==> src/rtl/composite_sync_generator.sv <==
// Composite video sync/blanking generator: walks a progressive raster on the DAC
// strobe and emits sync tips, broad vsync pulses, burst gate and clamped active luma.
module composite_sync_generator #(
  parameter int                DATA_W           = 12,
  parameter int                LINE_TICKS       = 2354,
  parameter int                LINES_PER_FRAME  = 262,
  parameter int                HSYNC_WIDTH      = 174,
  parameter int                BACK_PORCH       = 222,
  parameter int                ACTIVE_WIDTH     = 1920,
  parameter int                BURST_START      = 196,
  parameter int                BURST_END        = 288,
  parameter int                VSYNC_FIRST_LINE = 3,
  parameter int                VSYNC_LINES      = 3,
  parameter int                BROAD_WIDTH      = 1000,
  parameter logic [DATA_W-1:0] SYNC_LEVEL       = 12'h100,
  parameter logic [DATA_W-1:0] BLANK_LEVEL      = 12'h400
) (
  input  logic              clk,
  input  logic              rst,
  input  logic              sample_valid,
  input  logic              enable,
  input  logic [DATA_W-1:0] pixel_luma,
  output logic [DATA_W-1:0] dac_data,
  output logic              pixel_req,
  output logic              h_sync_pulse,
  output logic              v_sync_pulse,
  output logic              active_video,
  output logic              burst_gate,
  output logic [11:0]       x_coord,
  output logic [9:0]        y_coord
);

  localparam int ACT_LO    = HSYNC_WIDTH + BACK_PORCH;
  localparam int ACT_HI    = ACT_LO + ACTIVE_WIDTH;
  localparam int HALF_LINE = LINE_TICKS / 2;

  logic [11:0]       h_count_q, h_count_d;
  logic [9:0]        v_count_q, v_count_d;
  logic              armed_q, armed_d;
  logic [DATA_W-1:0] dac_q, dac_d;
  logic              preq_q, preq_d;
  logic              hs_q, hs_d;
  logic              vs_q, vs_d;
  logic              act_q, act_d;
  logic              burst_q, burst_d;
  logic              wrap_h, wrap_v;

  function automatic logic vsync_line(input logic [9:0] v);
    return (int'(v) >= VSYNC_FIRST_LINE) && (int'(v) < VSYNC_FIRST_LINE + VSYNC_LINES);
  endfunction

  function automatic logic in_active(input logic [11:0] h, input logic [9:0] v);
    return !vsync_line(v) && (int'(h) > ACT_LO) && (int'(h) <= ACT_HI);
  endfunction

  function automatic logic in_burst(input logic [11:0] h, input logic [9:0] v);
    return !vsync_line(v) && (int'(h) > BURST_START) && (int'(h) < BURST_END);
  endfunction

  // Broad lines carry two equalising-free broad pulses, one per half-line.
  function automatic logic in_sync(input logic [11:0] h, input logic [9:0] v);
    if (vsync_line(v))
      return (int'(h) < BROAD_WIDTH) ||
             ((int'(h) >= HALF_LINE) && (int'(h) < HALF_LINE + BROAD_WIDTH));
    return int'(h) < HSYNC_WIDTH;
  endfunction

  function automatic logic [DATA_W-1:0] clamp_luma(input logic [DATA_W-1:0] x);
    return (x < BLANK_LEVEL) ? BLANK_LEVEL : x;
  endfunction

  assign wrap_h = (int'(h_count_q) == LINE_TICKS - 1);
  assign wrap_v = (int'(v_count_q) == LINES_PER_FRAME - 1);

  always_comb begin
    h_count_d = h_count_q;
    v_count_d = v_count_q;
    armed_d   = armed_q;
    dac_d     = dac_q;
    preq_d    = preq_q;
    hs_d      = hs_q;
    vs_d      = vs_q;
    act_d     = act_q;
    burst_d   = burst_q;
    if (sample_valid) begin
      if (!enable) begin
        h_count_d = '0;
        v_count_d = '0;
        armed_d   = 1'b1;
        dac_d     = BLANK_LEVEL;
        preq_d    = 1'b0;
        hs_d      = 1'b0;
        vs_d      = 1'b0;
        act_d     = 1'b0;
        burst_d   = 1'b0;
      end else if (armed_q) begin
        // First enabled strobe only announces line 0; sampling starts on the next one.
        h_count_d = '0;
        v_count_d = '0;
        armed_d   = 1'b0;
        dac_d     = BLANK_LEVEL;
        hs_d      = 1'b1;
        vs_d      = 1'b1;
        act_d     = 1'b0;
        burst_d   = 1'b0;
        preq_d    = in_active(h_count_d, v_count_d);
      end else begin
        h_count_d = wrap_h ? 12'd0 : h_count_q + 12'd1;
        if (wrap_h)
          v_count_d = wrap_v ? 10'd0 : v_count_q + 10'd1;
        hs_d    = wrap_h;
        vs_d    = wrap_h && wrap_v;
        act_d   = in_active(h_count_q, v_count_q);
        burst_d = in_burst(h_count_q, v_count_q);
        if (act_d)
          dac_d = clamp_luma(pixel_luma);
        else if (in_sync(h_count_q, v_count_q))
          dac_d = SYNC_LEVEL;
        else
          dac_d = BLANK_LEVEL;
        preq_d = in_active(h_count_d, v_count_d);
      end
    end
  end

  always_ff @(posedge clk or posedge rst) begin
    if (rst) begin
      h_count_q <= '0;
      v_count_q <= '0;
      armed_q   <= 1'b1;
      dac_q     <= BLANK_LEVEL;
      preq_q    <= 1'b0;
      hs_q      <= 1'b0;
      vs_q      <= 1'b0;
      act_q     <= 1'b0;
      burst_q   <= 1'b0;
    end else begin
      h_count_q <= h_count_d;
      v_count_q <= v_count_d;
      armed_q   <= armed_d;
      dac_q     <= dac_d;
      preq_q    <= preq_d;
      hs_q      <= hs_d;
      vs_q      <= vs_d;
      act_q     <= act_d;
      burst_q   <= burst_d;
    end
  end

  assign dac_data     = dac_q;
  assign pixel_req    = preq_q;
  assign h_sync_pulse = hs_q;
  assign v_sync_pulse = vs_q;
  assign active_video = act_q;
  assign burst_gate   = burst_q;
  assign x_coord      = h_count_q;
  assign y_coord      = v_count_q;

endmodule

==> config.mk <==
export PLATFORM = sky130hd
export DESIGN_NAME = composite_sync_generator
export DESIGN_NICKNAME = d
export VERILOG_FILES = /design/src/rtl/composite_sync_generator.sv
export SDC_FILE = /design/constraint.sdc
export NUM_CORES = 1
export LEC_CHECK = 0
export CAP_MARGIN = 0
export CORE_UTILIZATION = 23
export DETAILED_ROUTE_END_ITERATION = 16
export GPL_TIMING_DRIVEN = 0
export PLACE_DENSITY = 0.52
export SLEW_MARGIN = 30
export SYNTH_ARGS = -nofsm -noshare
export SYNTH_HDL_FRONTEND = slang
export SYNTH_SLANG_ARGS = --single-unit
==> constraint.sdc <==
create_clock -name clk -period 4.6 [get_ports clk]
set_input_delay 0.92 -clock clk [delete_from_list [all_inputs] [get_ports clk]]
set_output_delay 0.92 -clock clk [all_outputs]
set_load 0.02 [all_outputs]
==> flow_metrics.py, run 1 <==
metrics = {
    "clock_tree": {
        "hold_buffers": 0,
        "cts_max_path_buffers": 2,
        "clk_latency_ns": 0.28,
        "path_clk_slew_ns": 0.06,
        "cts_tree": "built",
        "numCtsBuffers": 5,
        "postCtsSetupBuffers": 0,
        "root_buffer": "clkbuf_16",
        "cts-resized-gates": 0,
        "clkSinkCount": 40,
        "h-tree-depth": 2,
    },
    "pwr": {
        "ir_drop_uv": 143,
        "p_leak_nw": 1.40,
        "power_w": 0.000857,
        "power_density_nw_per_um2": 239,
    },
    "placed_design": {
        "port_buffers": 54,
        "place_congestion": 0.871,
        "post-dp-hpwl_um": 5980,
        "placed_cell_area_um2": 3410,
    },
    "layout": {
        "drive_gt1_frac": 0.106,
        "fin_nets": 390,
        "final_cell_mix": "clkdlybuf4s50_1 (54), dfrtp_1 (38), o21ai_0 (30)",
        "synthToLayoutAreaGrowth_pct": 33.9,
        "n_antenna_cell": 0,
        "final_common_cell": "clkdlybuf4s50_1",
        "postLayoutCellArea_um2": 3580,
    },
    "sta": {
        "finalWorstPathRequiredPeriod_ns": 2.80,
        "finalHoldViolCount": 0,
        "setup_viol": 0,
        "finalMaxSlewViolations": 0,
        "finClkSkew_ns": 0.00756,
        "rsz0062_at_grt": "no",
        "period_share": 0.609,
        "timing.fmax_ghz": 0.357,
        "relSlewSlack": 0.470,
        "fin_setup_tns_ns": 0,
        "worstMarginPinSlew_ns": 0.792,
    },
    "global_routing": {
        "overflow": 0,
        "grt_pass1_vias": 2444,
        "antenna_found_initial": 0,
        "grt_pass1_wl_um": 13100,
        "grt_max_degree": 29,
        "track_usage": 0.141,
    },
    "floorplan": {
        "fp.dieW_um": 110,
        "design.core.area_um2": 11400,
        "io_pins": 55,
        "die_area_um2": 12100,
        "die_y_um": 110,
        "num_rows": 39,
        "floorplan.initialDensity": 0.235,
    },
    "drt": {
        "firstDrtPassIters": 5,
        "remaining_drc_errors": 0,
        "detail_route.wl_per_cell_um": 15.8,
        "via_per_inst": 5.07,
        "ant_nets": 0,
        "wirelength_um": 8100,
        "num_vias": 2596,
        "drt_iter0_drc": 108,
    },
    "yosys": {
        "synth_area_leaders": "dfrtp_1 (36%), o21ai_0 (5.6%), a22o_1 (4.6%)",
        "synth.mux.area_fraction": 0.0159,
        "synth_xor_area_frac": 0.0229,
        "async_reset_ff_frac": 1.00,
        "synth_top_family_by_area": "compound AO/OA/AOI/OAI gates",
        "netlist.area_leader.share": 0.356,
        "ys_seq_area_frac": 0.375,
        "synth_top_cell_by_area": "dfrtp_1",
        "yosys_most_used_dff": "dfrtp_1",
        "ys_ff_latch": 40,
        "synth_fa_ha_area_frac": 0.0281,
        "syn-cell-area_um2": 2670,
        "ys_types": 64,
        "synth_compound_area_frac": 0.263,
        "synthSimpleGateAreaFrac": 0.222,
        "syn-instance-count": 306,
        "yosysWarnings": 0,
        "synth_nets": 328,
        "avgSynthCellArea_um2": 8.74,
        "synth-edff-count": 0,
    },
    "worst_hold_path": {
        "worst_hold_path_type": "flip-flop to flip-flop",
    },
    "critical_path": {
        "path_max_fanout": 10,
        "cp-start-kind": "input pin",
        "end_kind": "flip-flop",
        "crit_type": "input pin to flip-flop",
        "cp_data_arrival_time_ns": 2.94,
        "cp.required_ns": 4.74,
    },
    "job": {
        "maxCapViolations": 0,
    },
    "status": {
        "status": "finished, final reports clean",
    },
}
[cell families after synthesis]
kind of cell,after synthesis
and+or+nand+nor,110
AOI/OAI and AO/OA,99
buffers and inverters,41
DFF,40
xor gates and xnor gates,7
adders and majority gates,6
muxes,3
[layer usage]
metal | vias up | GRT usage | share of wire
li1 | 1261 | - | -
met1 | 1278 | 0.196 | 0.48
met2 | 52 | 0.231 | 0.48
met3 | 5 | 0.0231 | 0.040
met4 | 0 | 0.0229 | 0.0041
met5 | - | 0 | 0
[flip-flops by register name, indices dropped and copies added, names as in the netlist]
register / flops
pixel_req: 1
armed_q: 1
dac_data: 12
burst_gate: 1
v_sync_pulse: 1
h_sync_pulse: 1
y_coord: 10
active_video: 1
x_coord: 12
[worst max-delay path, cell delays in order]
cell and delay [ns]:
clkdlybuf4s50_1 0.45, nand2_1 0.10, or2_2 0.16, clkbuf_1 0.46, clkbuf_1 0.50, o21ai_0 0.17, nand2_1 0.10, o41ai_1 0.07
[power by group]
| part | internal, W | switching (W) | total [W] | leakage, nW |
|---|---|---|---|---|
| registers | 0.000359 | 0.00000628 | 0.000365 | 0.548 |
| clock network | 0.000255 | 0.000151 | 0.000406 | 0.0798 |
| logic | 0.0000370 | 0.0000486 | 0.0000857 | 0.772 |
[stage by stage]
stage / hold slack [ns] / setup WS (ns) / utilization / instances
floorplan: 0.486 / 2.12 / - / 306
global placement: 0.466 / 1.53 / 0.298 / 503
detailed placement: 0.498 / 1.51 / 0.300 / 504
CTS: 0.513 / 1.80 / 0.315 / 512
global route: 0.529 / 1.64 / 0.315 / 512
finish: 0.506 / 1.80 / 0.315 / 512
[cell usage after synthesis, types with 2 or more instances]
library cell	count
a211oi_1	3
a21o_1	3
a21oi_1	13
a22o_1	14
and2_1	2
and3_1	4
buf_2	10
buf_6	3
clkbuf_1	8
clkbuf_2	2
dfrtp_1	38
dfstp_2	2
ha_1	6
inv_1	17
mux2i_1	2
nand2_1	28
nand2b_1	2
nand3_1	14
nand3b_1	2
nand4_1	5
nor2_1	18
nor2b_1	3
nor3_1	10
nor3b_1	3
nor4_1	6
nor4bb_1	2
o211ai_1	5
o21ai_0	30
o311ai_0	3
o31ai_1	4
o41ai_1	4
or2_2	2
or3_1	2
xnor2_1	5
xor2_1	2
[path summary, 6_finish.rpt]
path	from	end	slack (ns)	cells after the start
worst max-delay path	enable	y_coord[9]	1.80	8
worst min-delay path	active_video	active_video	0.51	1
min in group asynchronous	rst	x_coord[4]	0.92	2
max in group asynchronous	rst	dac_data[10]	3.14	3
worst max register to register	x_coord[1]	pixel_req	1.98	8
worst min register to register	active_video	active_video	0.51	1
[cell type report]
| class | count | area (um2) |
|---|---|---|
| Fill cell | 1236 | 7790 |
| Multi-Input combinational cell | 225 | 1480 |
| Sequential cell | 40 | 1000 |
| Timing Repair Buffer | 55 | 561 |
| Tap cell | 143 | 179 |
| Buffer | 24 | 131 |
| Clock buffer | 5 | 125 |
| Inverter | 17 | 63.8 |
| Clock inverter | 3 | 42.5 |
(Power assumes the default switching activity.)
==> run 2, diff against run 1 <==
==> constraint.sdc (replaced) <==
create_clock -name clk -period 2.7 [get_ports clk]
set_input_delay 0.54 -clock clk [delete_from_list [all_inputs] [get_ports clk]]
set_output_delay 0.54 -clock clk [all_outputs]
set_load 0.02 [all_outputs]
==> run 2 against run 1 <==
  * Setup slack worse by 1.6 ns
  * Utilization increased by 0.066 points
  * Critical path type is now flip-flop to flip-flop
  * Combinational power is 72% higher
  * Highest routed layer unchanged
  * Sequential power up 71%
==> flow_metrics.py, run 2 (same netlist as run 1, synthesis figures left out) <==
metrics = {
    "drt": {
        "via_per_inst": 5.06,
        "wirelength_um": 8140,
        "detail_route.wl_per_cell_um": 15.9,
        "num_vias": 2592,
        "ant_nets": 0,
        "firstDrtPassIters": 4,
        "remaining_drc_errors": 0,
        "drt_iter0_drc": 101,
    },
    "pwr": {
        "pwr-share-seq": 0.425,
        "switchingPower_w": 0.000354,
        "combinationalPowerShare": 0.101,
        "p_int_w": 0.00111,
        "switching_share": 0.242,
        "pwr-share-clk": 0.474,
        "p_leak_nw": 1.40,
        "ir_drop_uv": 244,
        "power_density_nw_per_um2": 408,
        "power_w": 0.00146,
    },
    "floorplan": {
        "design.core.area_um2": 11400,
        "num_rows": 39,
        "die_y_um": 110,
        "floorplan.initialDensity": 0.235,
        "fp.dieW_um": 110,
        "io_pins": 55,
        "die_area_um2": 12100,
    },
    "critical_path": {
        "crit_type": "flip-flop to flip-flop",
        "cp_data_arrival_time_ns": 2.69,
        "r2r_setup_slack_ns": 0.16,
        "cp-start-kind": "flip-flop",
        "cp.required_ns": 2.85,
        "cp_cell_sequence": "inv_1 -> ha_1 -> nor4bb_2 -> and4_4 -> buf_6 -> mux4_2 -> a2111oi_4 -> a22oi_2",
        "path_delay_family": "multiplexers",
        "slowest_stage": "mux4_2",
        "worst-path-buf-inv": 2,
        "r2r_start": "x_coord[1]",
        "cp_slowest_stage_delay_ns": 0.55,
        "path_max_fanout": 10,
        "r2r_cells": 8,
        "end_kind": "flip-flop",
        "r2r_end": "pixel_req",
    },
    "layout": {
        "fin_nets": 390,
        "drive_gt1_frac": 0.111,
        "synthToLayoutAreaGrowth_pct": 34.2,
        "n_antenna_cell": 0,
        "final_cells": 512,
        "final_common_cell": "clkdlybuf4s50_1",
        "final_cell_mix": "clkdlybuf4s50_1 (54), dfrtp_1 (37), o21ai_0 (30)",
    },
    "worst_hold_path": {
        "min_from": "active_video",
        "hold_end": "active_video",
        "worst_hold_path_type": "flip-flop to flip-flop",
        "min_delay_path_depth": 1,
    },
    "clock_tree": {
        "path_clk_slew_ns": 0.06,
        "hold_buffers": 0,
        "cts_max_path_buffers": 2,
        "postCtsSetupBuffers": 0,
        "numCtsBuffers": 5,
        "root_buffer": "clkbuf_16",
        "h-tree-depth": 2,
        "clkSinkCount": 40,
        "cts_tree": "built",
        "clk_latency_ns": 0.29,
    },
    "sta": {
        "finalHoldViolCount": 0,
        "setup_ws_ns": 0.164,
        "finClkSkew_ns": 0.00772,
        "worstMarginPinSlew_ns": 0.775,
        "finalWorstPathRequiredPeriod_ns": 2.54,
        "setup_viol": 0,
        "relSlewSlack": 0.481,
        "period_share": 0.939,
        "timing.fmax_ghz": 0.394,
        "finalMaxSlewViolations": 0,
        "rsz0062_at_grt": "no",
    },
    "job": {
        "maxCapViolations": 0,
    },
    "global_routing": {
        "grt_pass1_wl_um": 13100,
        "overflow": 0,
        "antenna_found_initial": 0,
        "track_usage": 0.141,
        "grt_pass1_vias": 2444,
        "grt_max_degree": 29,
    },
    "placed_design": {
        "post-dp-hpwl_um": 5980,
        "place_congestion": 0.871,
        "port_buffers": 54,
        "preCtsSetupSlack_ns": -0.00836,
        "dp.cells": 504,
    },
    "status": {
        "status": "finished, final reports clean",
    },
}
-- run 2: power groups by stage --
stage	clock network (W)	logic [W]	registers, W
after floorplan	0	0.0000653	0.000642
after global placement	0	0.000144	0.000634
after detailed placement	0	0.000148	0.000633
after CTS	0.000706	0.000149	0.000622
after global routing	0.000739	0.000163	0.000624
final	0.000694	0.000147	0.000623
-- run 2: metrics by stage --
stage	hold slack (ns)	utilization	area (um2)	TNS (ns)
4_1_cts	0.513	0.315	3580	0
3_3_place_gp	0.466	0.298	3390	0
2_1_floorplan	0.486	-	2670	0
5_1_grt	0.529	0.316	3590	0
6_report	0.497	0.316	3590	0
3_5_place_dp	0.498	0.300	3410	-0.00836
-- run 2: worst reg2reg max path, stage by stage (launching register included) --
cell	delay, ns
dfrtp_2	0.46
inv_1	0.13
ha_1	0.18
nor4bb_2	0.26
and4_4	0.27
buf_6	0.14
mux4_2	0.56
a2111oi_4	0.35
a22oi_2	0.07
-- run 2: how the worst max path moves through the flow --
stage,cells past startpoint,to,slack (ns),startpoint
3_5_place_dp,8,y_coord[9],-0.008,enable
5_1_grt,8,pixel_req,0.01,x_coord[1]
6_report,8,pixel_req,0.16,x_coord[1]
4_1_cts,8,pixel_req,0.08,x_coord[1]
3_3_place_gp,8,y_coord[9],0.01,enable
2_1_floorplan,8,pixel_req,0.22,x_coord[1]
-- run 2: final cells by class --
| cell class | count | area, um2 |
|---|---|---|
| Fill cell | 1238 | 7780 |
| Multi-Input combinational cell | 225 | 1480 |
| Sequential cell | 40 | 1000 |
| Timing Repair Buffer | 55 | 561 |
| Tap cell | 143 | 179 |
| Buffer | 24 | 131 |
| Clock buffer | 5 | 125 |
| Inverter | 17 | 63.8 |
| Clock inverter | 3 | 42.5 |
-- run 2: repair_timing --
item	CTS	global route
gates resized for setup	0	2
endpoints found under the hold margin	0	0
setup endpoints to repair	0	1
-- run 2: per-layer routing --
metal,GRT usage,part of all wire
met5,0,0
met4,0.0229,0.0042
met3,0.0231,0.040
met2,0.231,0.48
met1,0.196,0.48
